<file path="src/rtl/imm_encoder.sv">
// Immediate encoder: packs a signed immediate into I/S/B fields and tags each word with an address (IMM_ENCODER_RANGE_CHECK_EN enables range errors).
// One cycle from accept to out_* when empty; 2-entry buffer, req_ready low when full, in reset or during flush.

module imm_encoder_fifo #(
    parameter int W     = 32,
    parameter int DEPTH = 2
) (
    input  logic                   clk,
    input  logic                   reset,
    input  logic                   flush,
    input  logic                   push,
    input  logic [W-1:0]           wr_dat,
    input  logic                   pop,
    output logic [W-1:0]           rd_dat,
    output logic [$clog2(DEPTH):0] count
);
    localparam int AW = $clog2(DEPTH);

    // Pointers wrap naturally, so DEPTH must be a power of two.
    logic [W-1:0]  mem_q [DEPTH];
    logic [AW-1:0] wr_ptr_q, wr_ptr_d;
    logic [AW-1:0] rd_ptr_q, rd_ptr_d;
    logic [AW:0]   cnt_q, cnt_d;

    always_comb begin
        wr_ptr_d = push ? wr_ptr_q + 1'b1 : wr_ptr_q;
        rd_ptr_d = pop  ? rd_ptr_q + 1'b1 : rd_ptr_q;
        cnt_d    = cnt_q;
        if (push && !pop) begin
            cnt_d = cnt_q + 1'b1;
        end else if (pop && !push) begin
            cnt_d = cnt_q - 1'b1;
        end
    end

    always_ff @(posedge clk) begin
        if (reset) begin
            for (int i = 0; i < DEPTH; i++) begin
                mem_q[i] <= '0;
            end
            wr_ptr_q <= '0;
            rd_ptr_q <= '0;
            cnt_q    <= '0;
        end else if (flush) begin
            wr_ptr_q <= '0;
            rd_ptr_q <= '0;
            cnt_q    <= '0;
        end else begin
            if (push) begin
                mem_q[wr_ptr_q] <= wr_dat;
            end
            wr_ptr_q <= wr_ptr_d;
            rd_ptr_q <= rd_ptr_d;
            cnt_q    <= cnt_d;
        end
    end

    assign rd_dat = mem_q[rd_ptr_q];
    assign count  = cnt_q;
endmodule

module imm_encoder #(
    parameter logic [31:0] BASE_ADDR = 32'h0000_0000,
    parameter logic [31:0] ADDR_STEP = 32'd4,
    parameter int          ERRCNT_W  = 8
) (
    input  logic                clk,
    input  logic                reset,
    input  logic                flush,
    input  logic                req_valid,
    output logic                req_ready,
    input  logic [31:0]         req_imm,
    input  logic [1:0]          req_immsrc,
    input  logic [31:0]         req_base,
    output logic                out_valid,
    input  logic                out_ready,
    output logic [31:0]         out_instr,
    output logic [31:0]         out_addr,
    output logic                out_err,
    output logic [ERRCNT_W-1:0] err_count
);
    typedef enum logic [1:0] {
        SRC_I    = 2'b00,
        SRC_S    = 2'b01,
        SRC_B    = 2'b10,
        SRC_NONE = 2'b11
    } immsrc_e;

    typedef struct packed {
        logic        err;
        logic [31:0] addr;
        logic [31:0] instr;
    } entry_t;

    logic [31:0] packed_instr;
    logic        pack_err;
    logic        accept;
    logic        pop;
    logic [1:0]  occ;
    logic [31:0] addr_q, addr_d;
    entry_t      wr_entry;
    entry_t      head;

    // Fields not selected by the immediate type keep the base word's bits.
    always_comb begin
        packed_instr = req_base;
        case (immsrc_e'(req_immsrc))
            SRC_I: packed_instr[31:20] = req_imm[11:0];
            SRC_S: begin
                packed_instr[31:25] = req_imm[11:5];
                packed_instr[11:7]  = req_imm[4:0];
            end
            SRC_B: begin
                packed_instr[31]    = req_imm[12];
                packed_instr[30:25] = req_imm[10:5];
                packed_instr[11:8]  = req_imm[4:1];
                packed_instr[7]     = req_imm[11];
            end
            default: packed_instr = req_base;
        endcase
    end

`ifdef IMM_ENCODER_RANGE_CHECK_EN
    logic                sext12_ok;
    logic                sext13_ok;
    logic [ERRCNT_W-1:0] errcnt_q, errcnt_d;

    assign sext12_ok = (&req_imm[31:11]) | ~(|req_imm[31:11]);
    assign sext13_ok = (&req_imm[31:12]) | ~(|req_imm[31:12]);

    always_comb begin
        case (immsrc_e'(req_immsrc))
            SRC_I, SRC_S: pack_err = !sext12_ok;
            SRC_B:        pack_err = !sext13_ok || req_imm[0];
            default:      pack_err = 1'b0;
        endcase
    end

    always_comb begin
        errcnt_d = errcnt_q;
        if (accept && pack_err && !(&errcnt_q)) begin
            errcnt_d = errcnt_q + 1'b1;
        end
    end

    // Flush deliberately leaves the error count alone.
    always_ff @(posedge clk) begin
        if (reset) begin
            errcnt_q <= '0;
        end else begin
            errcnt_q <= errcnt_d;
        end
    end

    assign err_count = errcnt_q;
`else
    logic unused_imm_bits;

    assign pack_err        = 1'b0;
    assign err_count       = '0;
    assign unused_imm_bits = ^{req_imm[31:13], req_imm[0]};
`endif

    assign req_ready = !reset && !flush && (occ < 2'd2);
    assign accept    = req_valid && req_ready;
    assign out_valid = (occ != 2'd0);
    assign pop       = out_valid && out_ready;

    always_comb begin
        addr_d = addr_q;
        if (flush) begin
            addr_d = BASE_ADDR;
        end else if (accept) begin
            addr_d = addr_q + ADDR_STEP;
        end
    end

    always_ff @(posedge clk) begin
        if (reset) begin
            addr_q <= BASE_ADDR;
        end else begin
            addr_q <= addr_d;
        end
    end

    assign wr_entry = '{err: pack_err, addr: addr_q, instr: packed_instr};

    imm_encoder_fifo #(
        .W    ($bits(entry_t)),
        .DEPTH(2)
    ) u_out_fifo (
        .clk   (clk),
        .reset (reset),
        .flush (flush),
        .push  (accept),
        .wr_dat(wr_entry),
        .pop   (pop),
        .rd_dat(head),
        .count (occ)
    );

    assign out_instr = head.instr;
    assign out_addr  = head.addr;
    assign out_err   = head.err;
endmodule

</file>
<file path="config.mk">
export PLATFORM = sky130hd
export DESIGN_NAME = imm_encoder
export DESIGN_NICKNAME = d
export VERILOG_FILES = /design/src/rtl/imm_encoder.sv
export SDC_FILE = /design/constraint.sdc
export NUM_CORES = 1
export LEC_CHECK = 0
export CAP_MARGIN = 0
export CORE_AREA = 2 2 108 152
export CTS_BUF_LIST = sky130_fd_sc_hd__clkbuf_16
export DETAILED_ROUTE_END_ITERATION = 12
export DIE_AREA = 0 0 110 154
export PLACE_DENSITY_LB_ADDON = 0.1
export SLEW_MARGIN = 20
export SYNTH_ARGS = -nofsm -noshare
export SYNTH_HDL_FRONTEND = slang
export SYNTH_SLANG_ARGS = --single-unit
</file>
<file path="constraint.sdc">
create_clock -name clk -period 3.43 [get_ports clk]
set_input_delay 0.343 -clock clk [delete_from_list [all_inputs] [get_ports clk]]
set_output_delay 0.343 -clock clk [all_outputs]
set_load 0.005 [all_outputs]
</file>
==> impl_results.md <==
* Status: complete, no violations
* Share of layout cells above drive strength 1 at 16.4%
* H-tree levels at 4
* Cts repair resizes at 0
* Worst-Skew Late Latency at 420 ps
* Starting Density at 46.4%
* Full die area at 16900 um^2
* RSZ-0062 raised after global routing: false
* Worst-path clk slew at 60 ps
* Req. time, crit path at 3770 ps
* CTS tree: yes
* Seq cells post-synth at 159
* CP startpoint kind: input port
* Top Ports at 146
* 1st-pass router iterations at 5
* CP max stage delay at 800 ps
* Post-DP Area at 8520 um^2
* Fin. Hold Viols at 0
* CP delay by family, top: simple AND/OR/NAND/NOR gates
* CTS sink cnt at 159
* Largest cells by area after synthesis: edfxtp_1 52%, dfxtp_1 9.8%, mux2_2 9.7%, and3_1 3.9%, and2_1 3.6%
* Worst EP arrival at 2990 ps
* IO Port Bufs at 115
* CTS Hold Bufs at 0
* Number of fill cells at 1276
* Syn_area_per_cell at 12.4 um^2
* Max_cap viols at 0
* R2R Path Start: u_out_fifo.count[1]
* R2R setup slack at 840 ps
* Fin area at 9100 um^2
* Uppermost layer routed: met4
* WHS at 511 ps
* Worst-Margin Slew at 641 ps
* Vias in the first global route at 4904
* Root Driver: clkbuf_16
* Final setup TNS at 0 ps
* Fin crit share at 77.1%
* Crit path max-delay cell type: or4_1
* Core area at 15500 um^2
* Total GRT Usage at 18.6%
* Critical Path End Type: flop
* Synthesized cell area at 7180 um^2
* Via count at 4888
* Crit. Startpoint: reset
* Cell with the most instances after synthesis: edfxtp_1
* Final Wtd Congestion at 0.789
* Distinct cells, synth at 36
* Met3 WL post-DR at 662 um
* WP buf/inv at 1
* Clock skew at 6.92 ps
* Drt via density at 5.44
* Initial antenna violation count at 0
* Ys flop type: edfxtp_1
* First-pass GRT wire length at 24200 um
* Row count at 54
* Top cell type's share of synthesized area at 51.9%
* Pwr per Cell Area at 481 nW/um^2
* Crit path capture: addr_q[22]
* Minimum clock period at 2640 ps
* Hold_sp: u_out_fifo.rd_ptr_q
* Net count, final at 766
* Final wirelength at 15500 um
* Post-synth ARST share at 0%
* Worst rel slew slack at 57.2%
* Synth warn at 0
* Reg-to-reg endpoint: addr_q[22]
* Setup-failing EPs final at 0
* Setup Buffers After CTS at 0
* Fmax at 378 MHz
* Fin. max-slew vios at 0
* DRC at 0
* Die H at 154 um
* Most instantiated cells after synthesis: 124 x edfxtp_1, 62 x mux2_2, 55 x nor2_1
* CTS max path bufs at 2
* R2R depth at 4
* Static Leakage at 3.36 nW
* Critical Path, Cell by Cell: clkdlybuf4s50_1 > or4b_4 > or4_1 > or4_1 > a21oi_1
* N_diodes at 0
* Routed metal-1 wire length at 6370 um
* 1st-iter DRT viols at 248
* EDFF count, synth at 124
* Peak VDD IR at 0.279 mV
* CP Depth at 5
* Synthesized instance count at 580
* Seq/Total Area, Yosys at 61.6%
* Largest net degree at the start of global routing at 45
* Worst min-delay path category: reg2reg
* CTS Buf Count at 17
* Worst hold stages at 2
* Die Wd at 110 um
* CP most frequent cell: or4_1
* Met2 wire len at 8260 um
* Final ANT Viol Nets at 0
* HPWL Detailed at 10100 um
* Syn-to-layout area delta at 26.8%
* Critical path class: in2reg
* Worst-path maximum fanout at 15
* Area leader, netlist: edfxtp_1
* Routed len/inst at 17.2 um
* Grt total ovfl at 0
-- logic make-up (layout without fill, tap and decap cells) --
logic type	Yosys count	after routing	share of synthesized area (%)
mux	68	68	10.6
buf+inv	56	168	3.73
other cells	1	11	0.0522
xor+xnor	10	10	1.22
fa+ha+maj	6	6	1.05
compound gates	60	60	4.95
simple gates	220	220	16.8
flops	159	159	61.6
-- power by group --
part	internal, mW	switching [mW]
logic	0.198	0.159
clock network	1.08	0.782
registers	2.14	0.0179
total	3.42	0.959
-- worst min path at each step --
stage / endpoint
floorplan: addr_q[31]
global placement: addr_q[26]
detailed placement: u_out_fifo.rd_ptr_q
CTS: addr_q[30]
global route: addr_q[30]
finish: u_out_fifo.rd_ptr_q
-- placed cells by master (no fill, tap or decap), types with 5 or more instances in the layout --
master,count
edfxtp_1,124
clkdlybuf4s50_1,115
mux2_2,62
nor2_1,54
and3_1,45
and2_1,41
dfxtp_1,34
a21oi_1,22
nand2_1,21
clkbuf_16,17
o21ai_0,14
or4_1,12
or3_1,11
conb_1,11
o31ai_1,10
buf_4,10
inv_1,8
nand3_1,8
nand4_1,8
a22oi_1,7
mux2i_1,6
ha_1,6
xor2_1,5
xnor2_1,5
-- layer usage --
metal  track usage (%)  up-vias
met5                 0        -
met4              6.27        0
met3              4.03       18
met2              32.7      116
met1              22.2     2442
li1                  -     2312
-- worst reg2reg max path, stage by stage, from the launching register on --
cell and delay (ps):
dfxtp_1 340, or4b_4 640, or4_1 810, or4_1 580, a21oi_1 150
-- registers in the layout, indices dropped and copies added, names as in the netlist, named ones only --
signal and flops:
u_out_fifo.wr_ptr_q 1, u_out_fifo.rd_ptr_q 1, u_out_fifo.count 2, u_out_fifo.mem_q 124
addr_q 30
-- final cells by class --
cell class              instances  area (um^2)  area share, %
well taps                     196          245           2.69
clock buffers                  17          425           4.67
repair buffers                128         1290           14.1
inverters                       8         30.0          0.330
multi-input cells             375         2530           27.8
clock inverters                15          161           1.77
flip-flops and latches        159         4430           48.6
-- per-stage QoR --
| stage | utilization [%] | std cells | power, mW | setup WS (ps) |
|---|---|---|---|---|
| 2_1_floorplan | - | 590 | 2.36 | 74.1 |
| 5_1_grt | 58.8 | 898 | 4.53 | 702 |
| 3_5_place_dp | 55.1 | 866 | 2.56 | 396 |
| 6_report | 58.8 | 898 | 4.38 | 786 |
| 3_3_place_gp | 55.1 | 866 | 2.55 | 420 |
| 4_1_cts | 58.8 | 898 | 4.41 | 793 |
Power figures use the tool's default switching activity.
